==> config.mk <==
export PLATFORM = sky130hd
export DESIGN_NAME = seq_mult_unit
export DESIGN_NICKNAME = d
export VERILOG_FILES = /design/src/rtl/seq_mult_unit.sv
export SDC_FILE = /design/constraint.sdc
export NUM_CORES = 1
export LEC_CHECK = 0
export BUFFER_PORTS_ARGS = -buffer_cell sky130_fd_sc_hd__buf_2
export CORE_ASPECT_RATIO = 0.75
export CORE_MARGIN = 10
export CORE_UTILIZATION = 58
export DETAILED_ROUTE_END_ITERATION = 16
export PLACE_DENSITY = 0.9
export REMOVE_ABC_BUFFERS = 1
export SYNTH_ARGS = -nofsm -noshare
export SYNTH_HDL_FRONTEND = slang
export SYNTH_SLANG_ARGS = --single-unit
==> constraint.sdc <==
create_clock -name clk -period 2.4 [get_ports clk]
set_input_delay 0.36 -clock clk [delete_from_list [all_inputs] [get_ports clk]]
set_output_delay 0.36 -clock clk [all_outputs]
set_load 0.05 [all_outputs]
==> src/rtl/seq_mult_unit.sv <==
// Sequential shift-add multiplier with its own load/add/shift/fix controller.
// Signed mode multiplies magnitudes and negates the result at the end.
module seq_mult_unit #(
  parameter int BIT = 8
) (
  input  logic               clk,
  input  logic               rst,
  input  logic               start,
  input  logic               sgn,
  input  logic [BIT-1:0]     I_B,
  input  logic [BIT-1:0]     I_Q,
  output logic [2*BIT-1:0]   product,
  output logic               busy,
  output logic               done
);

  localparam int PW = $clog2(BIT + 1);

  typedef enum logic [1:0] {IDLE, ADD, SHIFT, FIX} state_t;

  state_t          state_q;
  logic [BIT-1:0]  b_q, q_q, a_q;
  logic            c_q, n_q;
  logic [PW-1:0]   p_q;

  logic [BIT-1:0]  magB_d, magQ_d;
  logic [BIT:0]    sum_d;

  // The magnitude of the most negative value still fits when read as unsigned.
  assign magB_d = (sgn && I_B[BIT-1]) ? -I_B : I_B;
  assign magQ_d = (sgn && I_Q[BIT-1]) ? -I_Q : I_Q;
  assign sum_d  = {1'b0, a_q} + {1'b0, b_q};

  always_ff @(posedge clk or posedge rst) begin
    if (rst) begin
      state_q <= IDLE;
      a_q     <= '0;
      b_q     <= '0;
      q_q     <= '0;
      c_q     <= 1'b0;
      n_q     <= 1'b0;
      p_q     <= '0;
      product <= '0;
      busy    <= 1'b0;
      done    <= 1'b0;
    end else begin
      done <= 1'b0;
      case (state_q)
        IDLE: begin
          if (start) begin
            b_q     <= magB_d;
            q_q     <= magQ_d;
            a_q     <= '0;
            c_q     <= 1'b0;
            p_q     <= PW'(BIT);
            n_q     <= sgn & (I_B[BIT-1] ^ I_Q[BIT-1]);
            busy    <= 1'b1;
            state_q <= ADD;
          end
        end
        ADD: begin
          if (q_q[0]) begin
            {c_q, a_q} <= sum_d;
          end
          p_q     <= p_q - PW'(1);
          state_q <= SHIFT;
        end
        SHIFT: begin
          {c_q, a_q, q_q} <= {1'b0, c_q, a_q, q_q[BIT-1:1]};
          state_q         <= (p_q == '0) ? FIX : ADD;
        end
        FIX: begin
          product <= n_q ? -{a_q, q_q} : {a_q, q_q};
          done    <= 1'b1;
          busy    <= 1'b0;
          state_q <= IDLE;
        end
        default: state_q <= IDLE;
      endcase
    end
  end

endmodule
Yosys cells after proc, flatten, opt, wreduce, memory -nomap -nowiden. Index checks and enable logic that the tools add are counted.

$add $sub $neg: 5. Equality and inequality tests: 5. Mux-type cells: 19. Bitwise logic cells: 2. Reductions and logical operators: 13.

Operator list (count): $mux W8 (5); $pmux W8 S3 (1); $mux W16 (1); $neg A16 Y16 (1); $neg A8 Y8 (2); $pmux W8 S2 (1); $add A8 B8 Y9 (1); $pmux W2 S4 (1); $pmux W4 S2 (1); $reduce_and A2 Y1 (4); $reduce_bool A2 Y1 (3); $eq A2 B2 Y1 const B (2); $logic_not A4 Y1 (1); $mux W1 (4); $mux W2 (2); $mux W4 (1); $ne A2 B2 Y1 const B (2); $sub A4 B1 Y4 const B (1); $pmux W1 S3 (1); $reduce_and A3 Y1 (1); $reduce_bool A3 Y1 (1); $eq A2 B1 Y1 const B (1); $logic_and A1 B1 Y1 (2); $logic_not A2 Y1 (1); 3 further kinds (3).

Register bits after elaboration: 50. Bits of input ports: 20. Output and inout port bits: 18. Word-level logic and storage cells: 54.

Depth between registers and ports, before layout.
Depth in word-level cells: 4. Depth in mapped cells: 9.

Worst setup path before layout. OpenSTA, ideal clock, no wires.

Kind: reg-to-reg. Start point: register state_q[0]. End point: register a_q[7]. Setup time: 66 ps. Data arrival time: 1920 ps. Slack: 414 ps. Cell stages (with the launch flop): 10. Path buffers: 2. Clock period less this slack: 1986 ps. Cells stage by stage: dfrtp_1 -> inv_1 -> ha_1 -> nor2b_1 -> clkbuf_1 -> or4_1 -> clkbuf_1 -> nor3b_1 -> mux2i_1 -> nand2_1.

Longest elaborated chain between the ends: 3. Elaborated cells on any way between the ends: 8. Those cells by class: 4 x eq/ne; 1 x mux; 3 x reduce/logical.

Ends and longest elaborated chain: from (decl) (line 21) `state_t state_q;`; from (signal assigned) (line 70) `state_q <= (p_q == '0) ? FIX : ADD;`; $eq A2 B1 Y1, or another cell as far along (line 48) `case (state_q)`; $ne A2 B2 Y1 (no source line) or $reduce_bool A3 Y1 (tied branches); $reduce_and A3 Y1 (no source line); to (signal assigned) (line 63) `{c_q, a_q} <= sum_d;`; to (signal assigned) (line 69) `{c_q, a_q, q_q} <= {1'b0, c_q, a_q, q_q[BIT-1:1]};`; to (decl) (line 22) `logic [BIT-1:0] b_q, q_q, a_q;`.

Several ways; a longest one is shown, not always the timed one. A chain may end at the register's enable or synchronous reset.

Worst setup path after layout. Ends and elaborated chain as after synthesis.

==> results.txt <==
Commonest non-fill, non-tap cell in the layout: dfrtp_1
Worst setup SP type: flip-flop
Total grt overflow: 0
Initial antenna violation count: 0
Design Area, Final: 3390 um2
Largest cells by area after synthesis: dfrtp_1 (41%), ha_1 (6.6%), xor2_1 (5.7%)
Core box area: 4980 um2
First-pass GRT wire length: 11,200 um
Crit path max fanout: 8
Final period util: 90.2%
Cell Chain, Critical Path: inv_1, ha_1, nor2b_1, or4_1, nor3_1, mux2i_1, nand2_1
Cell row count: 22
Critical path class: reg2reg
Post-layout net count: 410
Chip Width: 104 um
Initial drt markers: 179
I/O pin count: 38
Post-synth ARST share: 100%
Syn. warnings: 0
Largest net degree at the start of global routing: 37
Final ANT Viol Nets: 0
Clk_lat worst skew: 0.31 ns
ANT cells: 0
Layout area overhead: 11.0%
H-tree depth: 2
Worst slew margin: 55.2%
Worst Max-Slew Pin Slew: 0.667 ns
Fin Setup TNS: 0 ns
Routed WL: 6910 um
Gpl congestion: 0.876
Min-Delay Path Class: in2async
Crit-path slowest cell: or4_1
PortBufs: 37
Ratio of cells with drive above 1 in the final layout: 16.0%
Initial core utilization: 61.3%
Register area share after synthesis: 41.0%
Hold Worst Slack: 0.0159 ns
# hold bufs at CTS: 0
Max Root-Sink Buffers: 2
Share of the synthesized area in the top cell type: 41.0%
Most used DFF post-synth: dfrtp_1
Unrepaired setup endpoints after global routing: no
Critical path capture point type: flip-flop
Cell Area, Synth: 3050 um2
Area leader, netlist: dfrtp_1
Cell count after synthesis: 340
Max IR drop VDD: 0.512 mV
CTS tree: built
Leak pwr: 1.55 nW
Sink Count: 50
Drt pass-1 iters: 6
Syn Area/Cell: 8.98 um2
Setup WS post-layout: 0.235 ns
Via count: 2,563
Num CTS Buffers: 5
Final min period: 2.17 ns
Max Fclk: 462 MHz
Finish-stage setup viols: 0
Final Hold Vio Count: 0
Routed WL per cell: 15.5 um
CP peak stage delay: 0.65 ns
Pre-CTS setup slack: 0.273 ns
Placed inst area: 3280 um2
Die area: 8600 um2
Die height: 82.8 um
Most frequent cells in the layout: dfrtp_1 (50), nand2_1 (43), buf_2 (37)
Placed wire-length estimate: 5230 um
Worst-path clk slew: 0.09 ns
Post-CTS setup buffers: 0
Max Slew Vio Count: 0
Vias per inst: 5.75
Status: finished, final reports clean
Final core utilization: 68.0%
Clock Skew: 0.00315 ns
Residual DRC: 0
Synth Register Bits: 50
Arr. time, crit path: 2.42 ns
Vias in the first global route: 2,421
Distinct cell type count after synthesis: 43
Post-synth EDFFs: 0
Total track usage: 15.2%
Post-CTS Resized: 0
Power per cell area: 1440 nW/um2
Fillers: 363
Worst endpoint required time: 2.66 ns
Clock Root Buffer: clkbuf_8
Max-Cap Viols: 0
==> layout make-up <==
type / count / area [um2] / area share, %
sequential: 50 / 1250 / 36.9
clock buffer: 6 / 72.6 / 2.14
inverter: 13 / 48.8 / 1.44
multi-input combinational: 260 / 1660 / 48.9
timing repair buffer: 43 / 230 / 6.79
tap: 72 / 90.1 / 2.66
clock inverter: 2 / 37.5 / 1.11
==> registers in the layout, summed over array words and instances, names as in the netlist <==
| signal | count |
|---|---|
| product | 16 |
| a_q | 8 |
| b_q | 8 |
| q_q | 8 |
| p_q | 4 |
| state_q | 2 |
| busy | 1 |
| c_q | 1 |
| done | 1 |
| n_q | 1 |
==> synth_stat cells (2+ instances only) <==
library cell and n:
a211oi_1 3, a21o_1 2, a21oi_1 34, a22o_1 4
a31oi_1 3, clkbuf_1 12, clkbuf_8 3, dfrtp_1 50
ha_1 16, inv_1 12, mux2_2 2, mux2i_1 6
nand2_1 43, nand2b_1 2, nand3_1 11, nand3b_1 2
nor2_1 26, nor2b_1 5, nor3_1 6, nor3b_1 2
o21ai_0 27, o21ai_1 10, o221ai_1 3, o31ai_1 6
o41ai_1 3, or3_1 4, or4_4 2, xnor2_1 7
xor2_1 20
==> path summary, 6_finish.rpt <==
kind                                              from                      to  slack [ns]  cells past startpoint
worst max-delay path            state_q[0]$_DFFE_PP0P_      a_q[7]$_DFFE_PP0P_        0.23                      7
worst min-delay path                               rst  product[2]$_DFFE_PP0P_        0.02                      2
worst max register to register  state_q[0]$_DFFE_PP0P_      a_q[7]$_DFFE_PP0P_        0.23                      7
worst min register to register      b_q[4]$_DFFE_PP0P_      b_q[4]$_DFFE_PP0P_        0.50                      2
max in group asynchronous                          rst  product[7]$_DFFE_PP0P_        1.82                      3
min in group clk                                I_B[7]      b_q[7]$_DFFE_PP0P_        0.33                      3
==> logic make-up (layout without fill, tap and decap cells) <==
| family | count (synthesis) | count (layout) | synth area share [%] |
|---|---|---|---|
| buffers and inverters | 30 | 64 | 4.71 |
| AND/OR/NAND/NOR | 108 | 108 | 17.1 |
| multiplexers | 8 | 8 | 2.70 |
| XOR/XNOR | 27 | 27 | 7.74 |
| flip-flops | 50 | 50 | 41.0 |
| AO/OA/AOI/OAI | 100 | 100 | 19.6 |
| adder cells (fa/ha/maj) | 17 | 17 | 7.21 |
==> critical path, delay by kind of cell (launching register included) <==
family                     cells  cell delay (ns)
and+or+nand+nor                4             1.21
DFF                            1             0.41
buffers and inverters          1             0.10
muxes                          1             0.10
adders and majority gates      1             0.28
==> layer usage <==
metal  routed length (um)  global-route usage [%]
met4                   85                    4.51
met2                 3100                    23.3
met1                 3130                    20.1
met3                  598                    4.86
met5                    0                       0
==> power breakdown <==
part           switching [mW]  total, mW  internal (mW)
sequential              0.427       1.65           1.22
combinational            1.74       2.65          0.913
clock                   0.288      0.599          0.311
==> stage by stage <==
step | cells | total power [mW]
2_1_floorplan | 323 | 3.57
3_3_place_gp | 438 | 4.12
3_5_place_dp | 438 | 4.27
4_1_cts | 446 | 4.87
5_1_grt | 446 | 5.24
6_report | 446 | 4.89
Power figures use the tool's default switching activity.
